[config.mk]
export PLATFORM = sky130hd
export DESIGN_NAME = synapse_matrix_loader
export DESIGN_NICKNAME = d
export VERILOG_FILES = /design/src/rtl/synapse_pkg.sv /design/src/rtl/serial_elem_shift.sv /design/src/rtl/synapse_matrix_loader.sv
export SDC_FILE = /design/constraint.sdc
export NUM_CORES = 1
export LEC_CHECK = 0
export BUFFER_PORTS_ARGS = -buffer_cell sky130_fd_sc_hd__buf_2
export CAP_MARGIN = 25
export CELL_PAD_IN_SITES_DETAIL_PLACEMENT = 1
export CELL_PAD_IN_SITES_GLOBAL_PLACEMENT = 2
export CORE_UTILIZATION = 40
export DETAILED_ROUTE_END_ITERATION = 6
export HOLD_SLACK_MARGIN = 0.15
export PLACE_DENSITY_LB_ADDON = 0.1
export SYNTH_ARGS = -nofsm -noshare
export SYNTH_HDL_FRONTEND = slang
export SYNTH_HIERARCHICAL = 1
export SYNTH_SLANG_ARGS = --single-unit
[constraint.sdc]
create_clock -name clk -period 4.2 [get_ports clk]
set_input_delay 0.42 -clock clk [delete_from_list [all_inputs] [get_ports clk]]
set_output_delay 0.42 -clock clk [all_outputs]
set_load 0.01 [all_outputs]
[src/rtl/synapse_pkg.sv]
// synapse_pkg: shared defaults, loader state and helpers for synapse_matrix_loader
package synapse_pkg;
  localparam int DEF_ROWS = 5;
  localparam int DEF_COLS = 3;
  localparam int DEF_WIDTH = 4;
  typedef enum logic [1:0] {IDLE, SHIFT, CSUM} ld_state_t;
  function automatic int elem_lsb(input int k, input int w);
    return k * w;
  endfunction
  function automatic int unsigned csum_add(input int unsigned acc, input int unsigned e, input int w);
    return (acc + e) & ((32'd1 << w) - 32'd1);
  endfunction
endpackage

[src/rtl/serial_elem_shift.sv]
// serial_elem_shift: WIDTH-bit MSB-first shifter; elem includes the bit being taken this cycle
module serial_elem_shift #(
  parameter int WIDTH = 4,
  localparam int CW = (WIDTH > 1) ? $clog2(WIDTH) : 1
)(
  input  logic             clk,
  input  logic             rst,
  input  logic             clr,
  input  logic             en,
  input  logic             bit_in,
  output logic [WIDTH-1:0] elem,
  output logic             elem_done
);
  logic [WIDTH-1:0] sr;
  logic [CW-1:0] cnt, cnt_b;
  // clr restarts the element in the same cycle, so a qualifying bit becomes bit 0
  assign cnt_b = clr ? '0 : cnt;
  assign elem = WIDTH'({sr, bit_in});
  assign elem_done = en && cnt_b == CW'(WIDTH - 1);
  always_ff @(posedge clk or posedge rst)
    if (rst) begin
      sr <= '0;
      cnt <= '0;
    end else if (en) begin
      sr <= elem;
      cnt <= elem_done ? '0 : cnt_b + 1'b1;
    end else if (clr) begin
      cnt <= '0;
    end
endmodule

[src/rtl/synapse_matrix_loader.sv]
// synapse_matrix_loader: serial MSB-first matrix loader with double-buffered phi_out.
// Define CHECKSUM_EN to require a trailing WIDTH-bit sum-of-elements checksum per frame.
module synapse_matrix_loader import synapse_pkg::*; #(
  parameter int ROWS = DEF_ROWS,
  parameter int COLS = DEF_COLS,
  parameter int WIDTH = DEF_WIDTH,
  localparam int N = ROWS * COLS,
  localparam int IDXW = (N > 1) ? $clog2(N) : 1
)(
  input  logic                 clk,
  input  logic                 rst,
  input  logic                 bit_in,
  input  logic                 bit_valid,
  input  logic                 frame_start,
  output logic [N*WIDTH-1:0]   phi_out,
  output logic                 phi_valid,
  output logic                 frame_err,
  output logic                 busy,
  output logic [IDXW-1:0]      elem_idx
);
  ld_state_t state, state_nx;
  logic [IDXW-1:0] idx;
  logic [N*WIDTH-1:0] staging, image;
  logic [WIDTH-1:0] elem;
  logic en, done, abort, last, elem_wr, pay_done, commit, err;
  assign en = bit_valid && (frame_start || state != IDLE);
  assign abort = frame_start && state != IDLE;
  assign last = idx == IDXW'(N - 1);
  assign elem_wr = done && state == SHIFT && !frame_start;
  assign pay_done = elem_wr && last;
  assign busy = state != IDLE;
  assign elem_idx = idx;
  serial_elem_shift #(.WIDTH(WIDTH)) u_shift (
    .clk(clk), .rst(rst), .clr(frame_start), .en(en), .bit_in(bit_in),
    .elem(elem), .elem_done(done)
  );
`ifdef CHECKSUM_EN
  localparam ld_state_t AFTER_PAY = CSUM;
  logic [WIDTH-1:0] acc;
  logic csum_done;
  assign csum_done = done && state == CSUM && !frame_start;
  assign commit = csum_done && elem == acc;
  assign err = abort || (csum_done && elem != acc);
  assign image = staging;
  always_ff @(posedge clk or posedge rst)
    if (rst) acc <= '0;
    else if (frame_start) acc <= '0;
    else if (elem_wr) acc <= WIDTH'(csum_add(32'(acc), 32'(elem), WIDTH));
`else
  localparam ld_state_t AFTER_PAY = IDLE;
  assign commit = pay_done;
  assign err = abort;
  // last element goes straight to phi_out without a staging round trip
  always_comb begin
    image = staging;
    image[elem_lsb(N - 1, WIDTH) +: WIDTH] = elem;
  end
`endif
  always_comb begin
    state_nx = state;
    if (frame_start) state_nx = SHIFT;
    else if (pay_done) state_nx = AFTER_PAY;
    else if (commit || err) state_nx = IDLE;
  end
  always_ff @(posedge clk or posedge rst)
    if (rst) state <= IDLE;
    else state <= state_nx;
  always_ff @(posedge clk or posedge rst)
    if (rst) begin
      idx <= '0;
      staging <= '0;
      phi_out <= '0;
      phi_valid <= 1'b0;
      frame_err <= 1'b0;
    end else begin
      phi_valid <= commit;
      frame_err <= err;
      if (frame_start) idx <= '0;
      else if (elem_wr) begin
        staging[elem_lsb(int'(idx), WIDTH) +: WIDTH] <= elem;
        idx <= last ? '0 : idx + 1'b1;
      end
      if (commit) phi_out <= image;
    end
endmodule

==> flow_summary.toml <==
[synthesis]
ys_warn_count = 6
synth_nets = 368
syn_area_sq_um = 5264
ys_ff_latch = 128
synthCells = 358
synth_area_leaders = "dfrtp_1 61%, mux2_2 22%, mux2_4 2.0%"
synth.distinct_cells = 40
syn_area_per_cell_sq_um = 14.70
synth_top_area_cell = "dfrtp_1"
yosys.area.top_type_share = 0.6085
async_flop_share = 1.000
synth-main-ff-cell = "dfrtp_1"
seq_area_frac_synth = 0.6085
synth_edf_count = 0

[grt]
grt_overflow = 0
grt_max_degree = 61
track_usage = 0.1825
grt_pass1_vias = 3218
antenna_found_initial = 0
grt_first_pass_wirelength_um = 17880

[worst_setup_path]
r2r_slack_ps = 1330
startpoint_type = "flop"
r2r_cells = 7
crit_type = "reg2reg"
crit_fanout = 6
reg2reg_to = "staging[35]$_DFFE_PP0P_"
rr_startpoint = "state[0]$_DFFE_PP0P_"
endpoint_kind = "flop"
cp.required_ps = 4500
worstPathArrival_ps = 3160

[sta]
clock.fmax_mhz = 348.9
rsz0062_at_grt = "no"
setup_viol = 0
fin_crit_sh = 0.6823
finClkSkew_ps = 7.311
finalMaxSlewViolations = 0
tns_ps = 0
finalHoldViolCount = 0
final.min_clock_period_ps = 2866
slew_headroom = 0.5055
worstMarginPinSlew_ps = 741.7

[layout]
stdcell_area_sq_um = 6380
fin_nets = 446
num_antenna_cells = 0
syn2layout_area_growth_pct = 21.20
final_layout_size_suffix_gt1_frac = 0.5167
num-fill-cells = 1329

[drt]
wl_per_cell_um = 17.63
final_antenna_net_count = 0
wl_um = 10950
drt_pass1_iterations = 4
drc = 0
drt_iter0_markers = 102
via_per_inst = 4.987
vias = 3097

[placed_design]
numPortBuffers = 71
hpwl_um = 7275
dpl_cell_area_sq_um = 5762
place.gp.congestion = 0.7635

[die]
die-area_sq_um = 13620
start_util = 0.4137
chipHeight_um = 116.7
ios = 72
core_region_area_sq_um = 12720
die_x_um = 116.7
fp-row-count = 41

[min_path]
min_to = "frame_err$_DFF_PP0_"
whs_path_depth = 2
hold_path_class = "in2reg"
worstHoldStart = "frame_start"

[pwr]
p_leak_uw = 0.003389
power_uw = 2839
powerDensity_nw_per_um2 = 445.0
peakVddDrop_v = 0.0002053

[clock_tree]
cts_sinks = 128
root_buffer = "clkbuf_16"
cts_resized = 0
clkTransAtPathRegs_ps = 50
cts_tree = "built"
insertion_delay_ps = 420
cts-htree-levels = 4
clockBufferDepth = 2
cts_buffers = 17

[flow_run]
drv_cap = 0

[status]
status = "complete, no violations"
state kept, by name, summed over array words and instances, names as in the netlist:
name,count
state,1
phi_valid,1
elem_idx,4
u_shift/cnt,2
phi_out,60
u_shift/sr,3
staging,56
frame_err,1
stage by stage:
step / utilization / instances / worst slack, ps / hold slack, ps
after global routing: 0.5015 / 621 / 1085 / 305.2
final: 0.5015 / 621 / 1334 / 310.9
after detailed placement: 0.4529 / 588 / 1143 / 362.0
after global placement: 0.4529 / 588 / 1235 / 361.5
after CTS: 0.5015 / 621 / 1281 / 294.9
after floorplan: - / 358 / 509.1 / 198.5
how the worst max path moves through the flow:
stage,start,end,slack (ps),cells after the start
after CTS,state[0]$_DFFE_PP0P_,staging[35]$_DFFE_PP0P_,1280,7
final,state[0]$_DFFE_PP0P_,staging[35]$_DFFE_PP0P_,1330,7
after floorplan,rst,elem_idx[0]$_DFFE_PP0P_,510,1
after global placement,frame_start,staging[32]$_DFFE_PP0P_,1230,8
after global routing,state[0]$_DFFE_PP0P_,staging[24]$_DFFE_PP0P_,1080,7
after detailed placement,frame_start,staging[35]$_DFFE_PP0P_,1140,8
kinds of logic (layout without fill, tap and decap cells):
group / count (synthesis) / in the layout / synth area share
AND/OR/NAND/NOR: 69 / 69 / 0.08367
adder cells (fa/ha/maj): 5 / 5 / 0.01188
buffers and inverters: 23 / 114 / 0.02519
multiplexers: 113 / 113 / 0.2465
flip-flops: 128 / 128 / 0.6085
XOR/XNOR: 4 / 4 / 0.006657
AO/OA/AOI/OAI: 16 / 16 / 0.01759
report_power, final:
part	switching (uW)	total, uW	internal (uW)
Clock	516	1490	976
Combinational	45.0	69.2	24.1
Sequential	28.2	1280	1250
cells in the mapped netlist, drive strengths merged, types with 3 or more instances:
cell / instances
and2: 5
clkbuf: 6
inv: 6
mux2: 112
o31ai: 3
nand4: 4
nor2b: 4
buf: 11
nand2: 22
o21ai: 11
ha: 5
nor3: 4
nor4b: 3
nor2: 8
and4b: 3
and3: 6
dfrtp: 128
layout make-up:
type,instances,area (sq um),share of cell area
inverters,6,25.02,0.003922
multi-input cells,207,1933,0.3030
repair buffers,76,395.4,0.06197
flip-flops and latches,128,3203,0.5021
clock inverters,10,133.9,0.02098
clock buffers,22,474.2,0.07433
well taps,172,215.2,0.03373
layout by cell type (no fill, tap or decap), types with 2 or more instances in the layout:
cell / count
and4b_2: 2
and2_1: 3
o31ai_1: 3
xnor2_1: 2
clkinv_2: 4
mux2_4: 7
inv_1: 5
xor2_1: 2
nor2_1: 7
nand2_1: 22
buf_4: 4
clkinvlp_4: 2
clkbuf_16: 17
nor4b_1: 3
and3_2: 2
mux2_2: 105
nor3_1: 2
and3_1: 4
nor3_2: 2
ha_1: 5
buf_2: 71
and2_2: 2
dfrtp_1: 128
bufinv_16: 3
o21ai_0: 11
clkbuf_8: 3
nand3_1: 2
nand4_1: 4
nor2b_1: 3
clkbuf_1: 2
timing repair:
item,in CTS,in global routing
endpoints found under the hold margin,5,0
hold buffers,1,0
buffers inserted,0,0
worst max-delay path, cell delays in order (launching register included):
cell and delay, ps:
dfrtp_1 410, nor2_1 80, nor2b_1 510, and2_2 290, nand3b_1 240, nor3_2 460, and4b_1 430, mux2_4 330
routing by layer:
metal / up-vias / GRT usage / routed length [um]
li1: 1420 / - / -
met1: 1600 / 0.2453 / 5234
met2: 62 / 0.2750 / 5134
met3: 15 / 0.05293 / 352
met4: 0 / 0.08101 / 227
met5: - / 0 / 0
Note: power is estimated with default switching activity, not from simulation.
